## src/rtl/mixer_pkg.sv

```systemverilog
// Shared state encoding, accumulator sizing and AGC constants for track_mixer.
// No timing or flow-control content of its own.
package mixer_pkg;

  typedef enum logic [1:0] {
    IDLE,
    ACCUM,
    SCALE,
    GAIN
  } mixer_state_t;

  localparam logic [8:0] AGC_UNITY   = 9'd256;
  localparam logic [8:0] AGC_ATTACK  = 9'd16;
  localparam logic [8:0] AGC_FLOOR   = 9'd32;
  localparam int         AGC_RELEASE = 64;

  // Signed width that holds NUM_INPUTS full-scale magnitudes of either sign.
  function automatic int accWidth(input int num_inputs, input int mag_w);
    return mag_w + 1 + $clog2(num_inputs);
  endfunction

endpackage

```

## src/rtl/mixer_saturate.sv

```systemverilog
// Per-output |acc| >> MIX_SHIFT, optional gain (MIXER_AGC_EN), saturate to MAG_W, sign without negative zero.
// Purely combinational, zero latency; no flow control.
module mixer_saturate #(
  parameter int ACC_W     = 11,
  parameter int MAG_W     = 8,
  parameter int MIX_SHIFT = 1
) (
  input  logic signed [ACC_W-1:0] acc,
`ifdef MIXER_AGC_EN
  input  logic [8:0]              gain,
  output logic                    clip_pre,
`endif
  output logic [MAG_W-1:0]        mag,
  output logic                    sign,
  output logic                    clip
);

  localparam logic [ACC_W-1:0] MAX_W = ACC_W'({MAG_W{1'b1}});

  logic             neg;
  logic [ACC_W-1:0] abs_v;
  logic [ACC_W-1:0] scaled;
  logic [ACC_W-1:0] res_w;
`ifdef MIXER_AGC_EN
  logic [ACC_W+8:0] prod;
`endif

  always_comb begin
    neg    = acc[ACC_W-1];
    abs_v  = neg ? $unsigned(-acc) : $unsigned(acc);
    // Shifting the magnitude rather than acc keeps rounding symmetric about zero.
    scaled = abs_v >> MIX_SHIFT;
`ifdef MIXER_AGC_EN
    prod     = {9'd0, scaled} * {{ACC_W{1'b0}}, gain};
    res_w    = ACC_W'(prod >> 8);
    clip_pre = (scaled > MAX_W);
`else
    res_w    = scaled;
`endif
    clip = (res_w > MAX_W);
    mag  = clip ? {MAG_W{1'b1}} : res_w[MAG_W-1:0];
    sign = neg && (res_w != '0);
  end

endmodule

```

## src/rtl/track_mixer.sv

```systemverilog
// N-track to M-output time-multiplexed mixer with scale/saturate; MIXER_AGC_EN adds per-output gain.
// Strobe at edge k -> outValid at k+NUM_INPUTS+2 (k+NUM_INPUTS+3 with MIXER_AGC_EN); strobes while busy are dropped and flagged in overrun.
module track_mixer
  import mixer_pkg::*;
#(
  parameter int NUM_INPUTS  = 4,
  parameter int NUM_OUTPUTS = 4,
  parameter int MAG_W       = 8,
  parameter int MIX_SHIFT   = 1
) (
  input  logic                                   clk,
  input  logic                                   reset,
  input  logic                                   sampleStrobe,
  input  logic [NUM_INPUTS-1:0]                  sign,
  input  logic [NUM_INPUTS-1:0][MAG_W-1:0]       magnitude,
  input  logic [NUM_OUTPUTS-1:0][NUM_INPUTS-1:0] routeMask,
  input  logic                                   clearOverrun,
  output logic [NUM_OUTPUTS-1:0]                 outSign,
  output logic [NUM_OUTPUTS-1:0][MAG_W-1:0]      outMagnitude,
  output logic                                   outValid,
  output logic [NUM_OUTPUTS-1:0]                 saturated,
  output logic                                   overrun
);

  localparam int ACC_W = accWidth(NUM_INPUTS, MAG_W);
  localparam int IDX_W = (NUM_INPUTS > 1) ? $clog2(NUM_INPUTS) : 1;
  localparam logic [IDX_W-1:0] LAST_IDX = IDX_W'(NUM_INPUTS - 1);
`ifdef MIXER_AGC_EN
  localparam mixer_state_t CAP_STATE = GAIN;
`else
  localparam mixer_state_t CAP_STATE = SCALE;
`endif

  mixer_state_t state, state_nxt;

  logic [IDX_W-1:0]                       idx;
  logic [NUM_INPUTS-1:0]                  snap_sign;
  logic [NUM_INPUTS-1:0][MAG_W-1:0]       snap_mag;
  logic [NUM_OUTPUTS-1:0][NUM_INPUTS-1:0] snap_mask;
  logic signed [ACC_W-1:0]                acc [NUM_OUTPUTS];
  logic signed [ACC_W-1:0]                term;

  logic [NUM_OUTPUTS-1:0]                 res_sign, res_clip;
  logic [NUM_OUTPUTS-1:0][MAG_W-1:0]      res_mag;
  logic [NUM_OUTPUTS-1:0]                 stg_sign, stg_sat;
  logic [NUM_OUTPUTS-1:0][MAG_W-1:0]      stg_mag;
  logic                                   pend;

`ifdef MIXER_AGC_EN
  logic [8:0]             gain    [NUM_OUTPUTS];
  logic [5:0]             rel_cnt [NUM_OUTPUTS];
  logic [NUM_OUTPUTS-1:0] clip_pre;
`endif

  always_ff @(posedge clk or posedge reset) begin
    if (reset) state <= IDLE;
    else       state <= state_nxt;
  end

  always_comb begin
    state_nxt = state;
    case (state)
      IDLE:    if (sampleStrobe) state_nxt = ACCUM;
      ACCUM:   if (idx == LAST_IDX) state_nxt = SCALE;
      SCALE: begin
`ifdef MIXER_AGC_EN
        state_nxt = GAIN;
`else
        state_nxt = IDLE;
`endif
      end
      GAIN:    state_nxt = IDLE;
      default: state_nxt = IDLE;
    endcase
  end

  always_comb begin
    term = ACC_W'({1'b0, snap_mag[idx]});
    if (snap_sign[idx]) term = -term;
  end

  for (genvar o = 0; o < NUM_OUTPUTS; o++) begin : g_sat
    mixer_saturate #(
      .ACC_W     (ACC_W),
      .MAG_W     (MAG_W),
      .MIX_SHIFT (MIX_SHIFT)
    ) u_sat (
      .acc      (acc[o]),
`ifdef MIXER_AGC_EN
      .gain     (gain[o]),
      .clip_pre (clip_pre[o]),
`endif
      .mag      (res_mag[o]),
      .sign     (res_sign[o]),
      .clip     (res_clip[o])
    );
  end

  always_ff @(posedge clk or posedge reset) begin
    if (reset) begin
      idx          <= '0;
      snap_sign    <= '0;
      snap_mag     <= '0;
      snap_mask    <= '0;
      for (int o = 0; o < NUM_OUTPUTS; o++) acc[o] <= '0;
      stg_sign     <= '0;
      stg_mag      <= '0;
      stg_sat      <= '0;
      pend         <= 1'b0;
      outSign      <= '0;
      outMagnitude <= '0;
      saturated    <= '0;
      outValid     <= 1'b0;
      overrun      <= 1'b0;
    end else begin
      outValid <= pend;
      pend     <= (state == CAP_STATE);
      if (state == IDLE && sampleStrobe) begin
        snap_sign <= sign;
        snap_mag  <= magnitude;
        snap_mask <= routeMask;
        idx       <= '0;
      end
      if (state == ACCUM) begin
        idx <= idx + 1'b1;
        for (int o = 0; o < NUM_OUTPUTS; o++)
          if (snap_mask[o][idx]) acc[o] <= acc[o] + term;
      end
      // Results are staged so acc can be cleared while the outputs register one edge later.
      if (state == CAP_STATE) begin
        stg_sign <= res_sign;
        stg_mag  <= res_mag;
        stg_sat  <= res_clip;
        for (int o = 0; o < NUM_OUTPUTS; o++) acc[o] <= '0;
      end
      if (pend) begin
        outSign      <= stg_sign;
        outMagnitude <= stg_mag;
        saturated    <= stg_sat;
      end
      if (sampleStrobe && state != IDLE) overrun <= 1'b1;
      else if (clearOverrun)             overrun <= 1'b0;
    end
  end

`ifdef MIXER_AGC_EN
  always_ff @(posedge clk or posedge reset) begin
    if (reset) begin
      for (int o = 0; o < NUM_OUTPUTS; o++) begin
        gain[o]    <= AGC_UNITY;
        rel_cnt[o] <= '0;
      end
    end else if (state == GAIN) begin
      for (int o = 0; o < NUM_OUTPUTS; o++) begin
        if (clip_pre[o]) begin
          gain[o]    <= (gain[o] >= AGC_FLOOR + AGC_ATTACK) ? gain[o] - AGC_ATTACK : AGC_FLOOR;
          rel_cnt[o] <= '0;
        end else if (rel_cnt[o] == 6'(AGC_RELEASE - 1)) begin
          rel_cnt[o] <= '0;
          if (gain[o] < AGC_UNITY) gain[o] <= gain[o] + 1'b1;
        end else begin
          rel_cnt[o] <= rel_cnt[o] + 1'b1;
        end
      end
    end
  end
`endif

endmodule

```

## config.mk

```make
export PLATFORM = sky130hd
export DESIGN_NAME = track_mixer
export DESIGN_NICKNAME = d
export VERILOG_FILES = /design/src/rtl/mixer_pkg.sv /design/src/rtl/mixer_saturate.sv /design/src/rtl/track_mixer.sv
export SDC_FILE = /design/constraint.sdc
export NUM_CORES = 1
export LEC_CHECK = 0
export CAP_MARGIN = 10
export CORE_ASPECT_RATIO = 1.5
export CORE_UTILIZATION = 60
export DETAILED_ROUTE_END_ITERATION = 6
export GPL_TIMING_DRIVEN = 0
export PLACE_DENSITY = 0.83
export SLEW_MARGIN = 25
export SYNTH_ARGS = -nofsm -noshare
export SYNTH_HDL_FRONTEND = slang
export SYNTH_SLANG_ARGS = --single-unit
```

## constraint.sdc

```tcl
create_clock -name clk -period 13.3 [get_ports clk]
set_input_delay 2.66 -clock clk [delete_from_list [all_inputs] [get_ports clk]]
set_output_delay 2.66 -clock clk [all_outputs]
set_load 0.005 [all_outputs]
```

# Word level (Yosys, flattened, before mapping)
# Index checks and enable logic that the tools add are counted.
[totals]
regBits = 183
output_inout_bits = 42
[op_classes]
addsub = 10
n_lt_le_gt_ge = 5
eq_ne = 6
muxes = 34
reduce_logical = 25
[op_table]
columns = ["cell", "n"]
rows = [
  ["11-bit 2-to-1 mux", 9],
  ["44-bit 2-to-1 mux", 2],
  ["11-bit adder", 4],
  ["11-bit negator", 4],
  ["11-bit nonzero test", 4],
  ["10-bit by 8-bit greater-than comparator with 1-bit output, second input constant", 4],
  ["8-bit 2-to-1 mux", 5],
  ["8-bit binary-select mux with 2-bit select", 1],
  ["2-bit nonzero test", 8],
  ["8-bit negator with 11-bit output", 1],
  ["1-bit binary-select mux with 2-bit select", 5],
  ["2-bit AND reduction", 5],
  ["2-bit 2-to-1 mux", 4],
  ["1-bit 2-to-1 mux", 7],
  ["2-bit == test, second input constant", 3],
  ["1-bit logical AND", 6],
  ["2-bit case mux with 3 select lines", 1],
  ["2-bit inequality test, second input constant", 2],
  ["2-bit by 3-bit less-than comparator with 1-bit output, second input constant", 1],
  ["2-bit by 1-bit adder with 2-bit output, second input constant", 1],
  ["2-bit by 1-bit == test with 1-bit output, second input constant", 1],
  ["2-bit zero test", 1],
  ["2-bit OR reduction", 1],
]

# Longest topological paths before layout
# Gate-level depths: netlist (run 1).
[depth]
depth_word = 8
mapped_depth = 16

# Cells and area by module
# A second synthesis (run 1) with hierarchy kept.
[unflattened]
hier_cells = 985
hier_area_um2 = 10819.1
[modules_own_cells]
columns = ["module", "instances", "cells_each", "area_per_inst_um2", "seq_area_each_um2"]
rows = [
  ["track_mixer", 1, 733, 9127.5, 4579.4],
  ["mixer_saturate", 4, 63, 422.9, 0.0],
]

# Worst setup path before layout (run 1)
# OpenSTA, ideal clock, no wires.
[synth_timing]
kind = "reg-to-reg"
from = "register idx[1]"
to = "register acc[42] (netlist name)"
setup_time_ps = 95
arrival_ps = 3607
path_slack_ps = 9598
path_stages_with_launch = 13
path_buffers = 2
path_cell_list = "dfrtp_1 > buf_2 > buf_1 > mux4_1 > or3_1 > o31ai_2 > nand2_1 > xor2_1 > ha_1 > and3_1 > a2111oi_0 > xor2_1 > o31ai_1"
[synth_via]
elab_chain_cells = 8
word_cells_on_any_way = 14
cone_classes = "add/sub (2); mux (10); reduce/logical (2)"
[synth_rtl]
columns = ["element", "line_no", "text"]
rows = [
  ["from (decl)", "track_mixer.sv:36", "logic [IDX_W-1:0] idx;"],
  ["from (signal assigned)", "track_mixer.sv:125", "idx <= idx + 1'b1;"],
  ["8-bit binary-select mux with 2-bit select", "track_mixer.sv:78", "term = ACC_W'({1'b0, snap_mag[idx]});"],
  ["8-bit 2-to-1 mux (implied by the code)", "track_mixer.sv:78", ""],
  ["8-bit negator with 11-bit output", "track_mixer.sv:79", "if (snap_sign[idx]) term = -term;"],
  ["11-bit 2-to-1 mux", "track_mixer.sv:79", ""],
  ["11-bit adder", "track_mixer.sv:127", "if (snap_mask[o][idx]) acc[o] <= acc[o] + term;"],
  ["11-bit 2-to-1 mux", "track_mixer.sv:127", ""],
  ["44-bit 2-to-1 mux", "track_mixer.sv:124", "if (state == ACCUM) begin"],
  ["44-bit 2-to-1 mux", "track_mixer.sv:130", "if (state == CAP_STATE) begin"],
  ["to (signal, indexed assignment)", "track_mixer.sv:127", ""],
  ["to (decl)", "track_mixer.sv:40", "logic signed [ACC_W-1:0] acc [NUM_OUTPUTS];"],
]
# Parallel ways exist; a longest one is shown, timed or not. The select of a mux whose other input is x is not followed.
# A chain may end at the register's enable or synchronous reset.

# Worst setup path after layout (run 1)
[layout_timing]
from = "register idx[1]"
to = "register acc[21] (netlist name)"
# The elaborated chain is that of the path after synthesis.

==> results of run 1 <==
## final timing paths
path,slack [ps],start,cells past startpoint,endpoint
hold reg to reg,440,pend,0,outValid
hold / removal,440,pend,0,outValid
max in group asynchronous,9700,reset,4,acc[21]
setup reg to reg,8470,idx[1],16,acc[21]
setup / recovery,8470,idx[1],16,acc[21]
min in group asynchronous,2650,reset,2,outMagnitude[25]
## cells in the final DEF, fill, tap and decap left out, types with 6 or more instances in the layout
cell type and count:
ha_1 52, xnor2_1 32, a21o_1 14, inv_1 29
nor3_1 21, o21a_1 14, nand2_1 97, nor2b_1 11
mux4_2 8, buf_2 6, inv_8 8, mux2_2 95
o211ai_1 11, a21oi_1 53, nor2_1 80, nand2b_1 13
o21ai_0 40, clkdlybuf4s50_1 97, xor2_1 29, nand3_1 11
o31ai_1 34, dfrtp_1 183, a2111oi_0 8, clkbuf_16 17
clkbuf_1 29
## state kept, by name, indices dropped and copies added (netlist names)
| register | flops |
|---|---|
| state | 2 |
| overrun | 1 |
| stg_mag | 32 |
| outSign | 4 |
| snap_mag | 32 |
| outMagnitude | 32 |
| outValid | 1 |
| acc | 44 |
| stg_sign | 4 |
| stg_sat | 4 |
| snap_sign | 4 |
| snap_mask | 16 |
| pend | 1 |
| saturated | 4 |
| idx | 2 |
## metal layers
layer,part of all wire (%),up-vias
li1,-,3694
met3,2.8,63
met1,41,3830
met5,0,-
met2,51,220
met4,5.1,0
## area by class of cell
class / instances / area (sq um) / share of cell area, %
Inverter: 30 / 120 / 0.998
Tap cell: 210 / 263 / 2.18
Sequential cell: 183 / 4580 / 38.1
Clock inverter: 14 / 135 / 1.12
Buffer: 42 / 180 / 1.50
Multi-Input combinational cell: 701 / 5310 / 44.1
Clock buffer: 17 / 425 / 3.54
Timing Repair Buffer: 99 / 1030 / 8.53
## kinds of logic (layout without fill, tap and decap cells)
family	Yosys count	after routing	synth area share, %
AOI/OAI and AO/OA	214	214	14.3
xor gates and xnor gates	61	61	5.25
adders and majority gates	56	56	7.18
buffers and inverters	72	202	2.88
DFF	183	183	45.0
muxes	112	112	14.0
and+or+nand+nor	258	258	11.4
## synth_stat cells, types with 6 or more instances
cell / instances / area (sq um)
dfrtp_1: 183 / 4580
nor3_1: 21 / 105
a21o_1: 14 / 105
o211ai_1: 11 / 82.6
o31ai_1: 34 / 255
nand3_1: 11 / 55.1
xor2_1: 29 / 254
xnor2_1: 32 / 280
inv_1: 30 / 113
a2111oi_0: 8 / 70.1
nor2b_1: 11 / 68.8
nand2_1: 97 / 364
clkbuf_1: 29 / 109
a21oi_1: 53 / 265
ha_1: 52 / 651
nand2b_1: 13 / 81.3
nor2_1: 80 / 300
buf_2: 6 / 30.0
o21ai_0: 41 / 205
mux4_2: 8 / 180
mux2_2: 95 / 1070
o21a_1: 14 / 105
## through the flow
step	hold WS [ps]	cells	instance area (sq um)	setup WS [ps]	utilization (%)
2_1_floorplan	406	956	10200	5670	-
3_3_place_gp	421	1263	11400	3350	68.4
3_5_place_dp	421	1265	11500	8550	68.7
4_1_cts	439	1296	12000	8480	72.1
5_1_grt	456	1296	12000	8270	72.1
6_report	440	1296	12000	8470	72.1
==> impl_metrics.ini, run 1 <==
[floorplan]
dieArea_sq_um = 17500
start_util_pct = 61.0
fp.dieH_um = 162
core-area_sq_um = 16700
io_pins = 98
die_x_um = 108
rows = 58

[flow_run]
drv_cap = 0

[sta]
tightest_slew_ps = 926
finClkSkew_ps = 10.2
finalCritPeriodShare_pct = 36.3
max_freq_ghz = 0.207
final.min_clock_period_ps = 4830
relSlewSlack_pct = 37.6
setup_viol = 0
rsz0062_at_grt = no
hold_viol_final = 0
setup_tns_ps = 0
maxSlewViolCount = 0

[clock_tree]
cts_setup_buffers = 0
clkSinkCount = 183
cts_max_level = 4
clkLatencyLatePin_ps = 440
cts_tree = built
clockBufferDepth = 2
numCtsBuffers = 17
clockRootBuffer = clkbuf_16
cts_resized = 0
clk_pin_slew_ps = 70
holdBufCountCts = 0

[synth]
synth_edf_count = 0
synth-async-reset-ratio_pct = 100
yosys_warnings = 0
ys_ff_latch = 183
mappedNetlistArea_sq_um = 10200
syn_nets = 1068
ys.flop_type = dfrtp_1
syn_inst = 956
synthDistinctLibCells = 57
ys_seq_area_share_pct = 45.0
avgSynthCellArea_sq_um = 10.6

[final_layout]
syn_to_final_growth_pct = 18.2
drive_gt1_share_pct = 14.3
diodes = 0
nets = 1186
fillers = 1189

[global_route]
antenna_found_initial = 0
met3_usage_pct = 3.11
top_usage_layer = met2
grtUsageMet2_pct = 48.8
grt_pass1_wl_mm = 38.2
met1_usage_pct = 33.6
grt_overflow_total = 0
grt_usage_pct = 28.2
grt_max_degree = 66
grt_pass1_vias = 7874

[run_status]
outcome = finished clean

[route]
wl_per_cell_um = 17.6
drt_iter0_drc = 378
dr.pass1.iters = 5
postRouteAntennaNets = 0
route.detailed.drc = 0
vias = 7807
avgViaCountPerCell = 6.02
finalWirelength_mm = 22.8

[critical_path]
cp-end-kind = flop
max_stage_delay_ps = 560
crit_type = reg -> reg
cp_max_fo = 10
worstPathRequired_ps = 13630
crit_arrival_ps = 5150
startpoint_type = flop
cp_slowest_cell = mux4_1
critPathTopFamily = buffers and inverters
cp_num_buf_inv = 4
crit_path_cell_trace = buf_2 -> buf_1 -> mux4_1 -> inv_1 -> ha_1 -> nand2_1 -> o21ai_1 -> inv_1 -> fa_1 -> nor2b_1 -> o31a_1 -> o211ai_1 -> a21oi_1 -> xor2_1 -> nand2_1 -> o311ai_2

[placement]
post-dp-hpwl_mm = 17.1
finalWeightedCongestion = 0.878
portBuffers = 97

[min_path]
min_path_type = reg -> reg
Power of run 1 is left out: the tool's default activity adds up to more than one toggle a clock period on the data nets, which glitch-free logic cannot reach.
==> run 2, diff against run 1 <==
- CORE_UTILIZATION: 60 -> 52
- PLACE_DENSITY: 0.83 -> 0.76
- clock period: 13.3 -> 3.9 ns (I/O delays scaled with it)
==> run 2 against run 1 <==
Global-route usage shrank 3.6 points. Register-to-register slack lost 8300 ps. Count of clock-buffer cells in the layout grew 3. Via count shrank 2.1%. Maximum frequency grew 31%. Routed wire length is essentially flat. Setup slack lost 8300 ps. Non-clock buffer count grew 8. Sequential share of layout area shrank 0.98 points. Critical endpoint is now acc[10]. Largest cell class unchanged.
==> impl_metrics.ini, run 2 (synthesis results as in run 1) <==
[final_layout]
syn_to_final_growth_pct = 21.4
diodes = 0
layout_commonest_cell = dfrtp_1
fillers = 1522
postLayoutCoreUtil_pct = 64.5
largest_reg_flops = 44
drive_gt1_share_pct = 16.6
final_cell_mix = dfrtp_1, clkdlybuf4s50_1, nand2_1
nets = 1194
top_register = acc

[floorplan]
start_util_pct = 53.1
rows = 62
io_pins = 98
dieArea_sq_um = 20100
die_x_um = 116
core-area_sq_um = 19200
fp.dieH_um = 173

[placement]
finalWeightedCongestion = 0.888
post-dp-hpwl_mm = 17.0
portBuffers = 97

[sta]
hold_viol_final = 0
tightest_slew_ps = 1100
rsz0062_at_grt = no
max_freq_ghz = 0.271
maxSlewViolCount = 0
final.min_clock_period_ps = 3680
finClkSkew_ps = 12.2
relSlewSlack_pct = 25.6
setup_viol = 0
finalCritPeriodShare_pct = 94.5

[global_route]
grt_usage_pct = 24.6
grt_overflow_total = 0
antenna_found_initial = 0
grt_pass1_vias = 7630
grt_max_degree = 34
grt_pass1_wl_mm = 38.1

[min_path]
min_path_type = reg -> reg

[critical_path]
worstPathRequired_ps = 4240
crit_type = reg -> reg
crit_arrival_ps = 4020
cp-end-kind = flop
startpoint_type = flop
cp_max_fo = 9

[clock_tree]
cts_max_level = 4
cts_tree = built
numCtsBuffers = 17
clkSinkCount = 183
clk_pin_slew_ps = 70
clockBufferDepth = 2
clkLatencyLatePin_ps = 450
clockRootBuffer = clkbuf_16

[route]
dr.pass1.iters = 5
postRouteAntennaNets = 0
finalWirelength_mm = 22.8
route.detailed.drc = 0
wl_per_cell_um = 16.9
drt_iter0_drc = 557
vias = 7642
avgViaCountPerCell = 5.66

[flow_run]
drv_cap = 0

[run_status]
outcome = finished clean
[run 2: changes by cell type in the layout (fill, tap and decap cells not counted), sizes merged]
| cell | before | now |
|---|---|---|
| clkbuf | 46 | 50 |
| bufinv | 0 | 1 |
| clkinvlp | 4 | 3 |
| clkinv | 3 | 5 |
| buf | 15 | 22 |
| inv | 37 | 33 |
[run 2: area by class of cell]
cell class                      instances  area, sq um  area share (%)
Multi-Input combinational cell        701         5420            43.8
Sequential cell                       183         4580            37.1
Timing Repair Buffer                  107         1160            9.40
Clock buffer                           20          447            3.62
Tap cell                              256          320            2.59
Buffer                                 42          194            1.57
Clock inverter                         12          119           0.962
Inverter                               30          116           0.942
[run 2: stage by stage]
step	hold slack [ps]	setup WS, ps	area (sq um)	instances	TNS [ps]
after detailed placement	420	-897	11600	1316	-14970
after CTS	437	2.52	12300	1351	0
after floorplan	406	198	10200	956	0
final	438	216	12400	1351	0
after global placement	428	-861	11500	1309	-144530
after global routing	477	24.9	12400	1351	0
[run 2: path summary, 6_finish.rpt]
| check | depth (start not counted) | slack, ps | startpoint | endpoint |
|---|---|---|---|---|
| max | 15 | 220 | idx[0] | acc[10] |
| min | 0 | 440 | pend | outValid |
| max reg2reg | 15 | 220 | idx[0] | acc[10] |
| min reg2reg | 0 | 440 | pend | outValid |
| max in group asynchronous | 6 | 2350 | reset | outMagnitude[16] |
| min in group asynchronous | 2 | 570 | reset | snap_mag[17] |
[run 2: per-layer routing]
| layer | share of wire, % | GRT usage [%] | up-vias | wire length [um] |
|---|---|---|---|---|
| li1 | - | - | 3702 | - |
| met1 | 42 | 30.4 | 3713 | 9540 |
| met2 | 51 | 40.9 | 172 | 11800 |
| met3 | 3.0 | 4.02 | 55 | 695 |
| met4 | 3.7 | 12.3 | 0 | 849 |
| met5 | 0 | 0 | - | 0 |
[run 2: critical path, cell delays in order (launching register included)]
cell      delay [ps]
dfrtp_1          400
buf_8            170
mux4_2           560
or3_4            430
o31ai_4          260
nand2_2          140
xor2_4           170
buf_12           150
ha_1             300
a21oi_1          220
nand2_1           80
o211ai_1         170
a21oi_1          100
xor2_1           220
nand2_1          100
o311ai_2          90
[run 2: what timing repair did]
item / 4_1_cts / 5_1_grt
gates resized for setup: 17 / 15
buffers inserted: 3 / 0
pin swaps: 1 / 6
cloned: 0 / 0
hold buffers: 0 / 0
endpoints found under the setup margin: 34 / 8
endpoints found under the hold margin: 0 / 0
Power of run 2 is left out for the same reason.
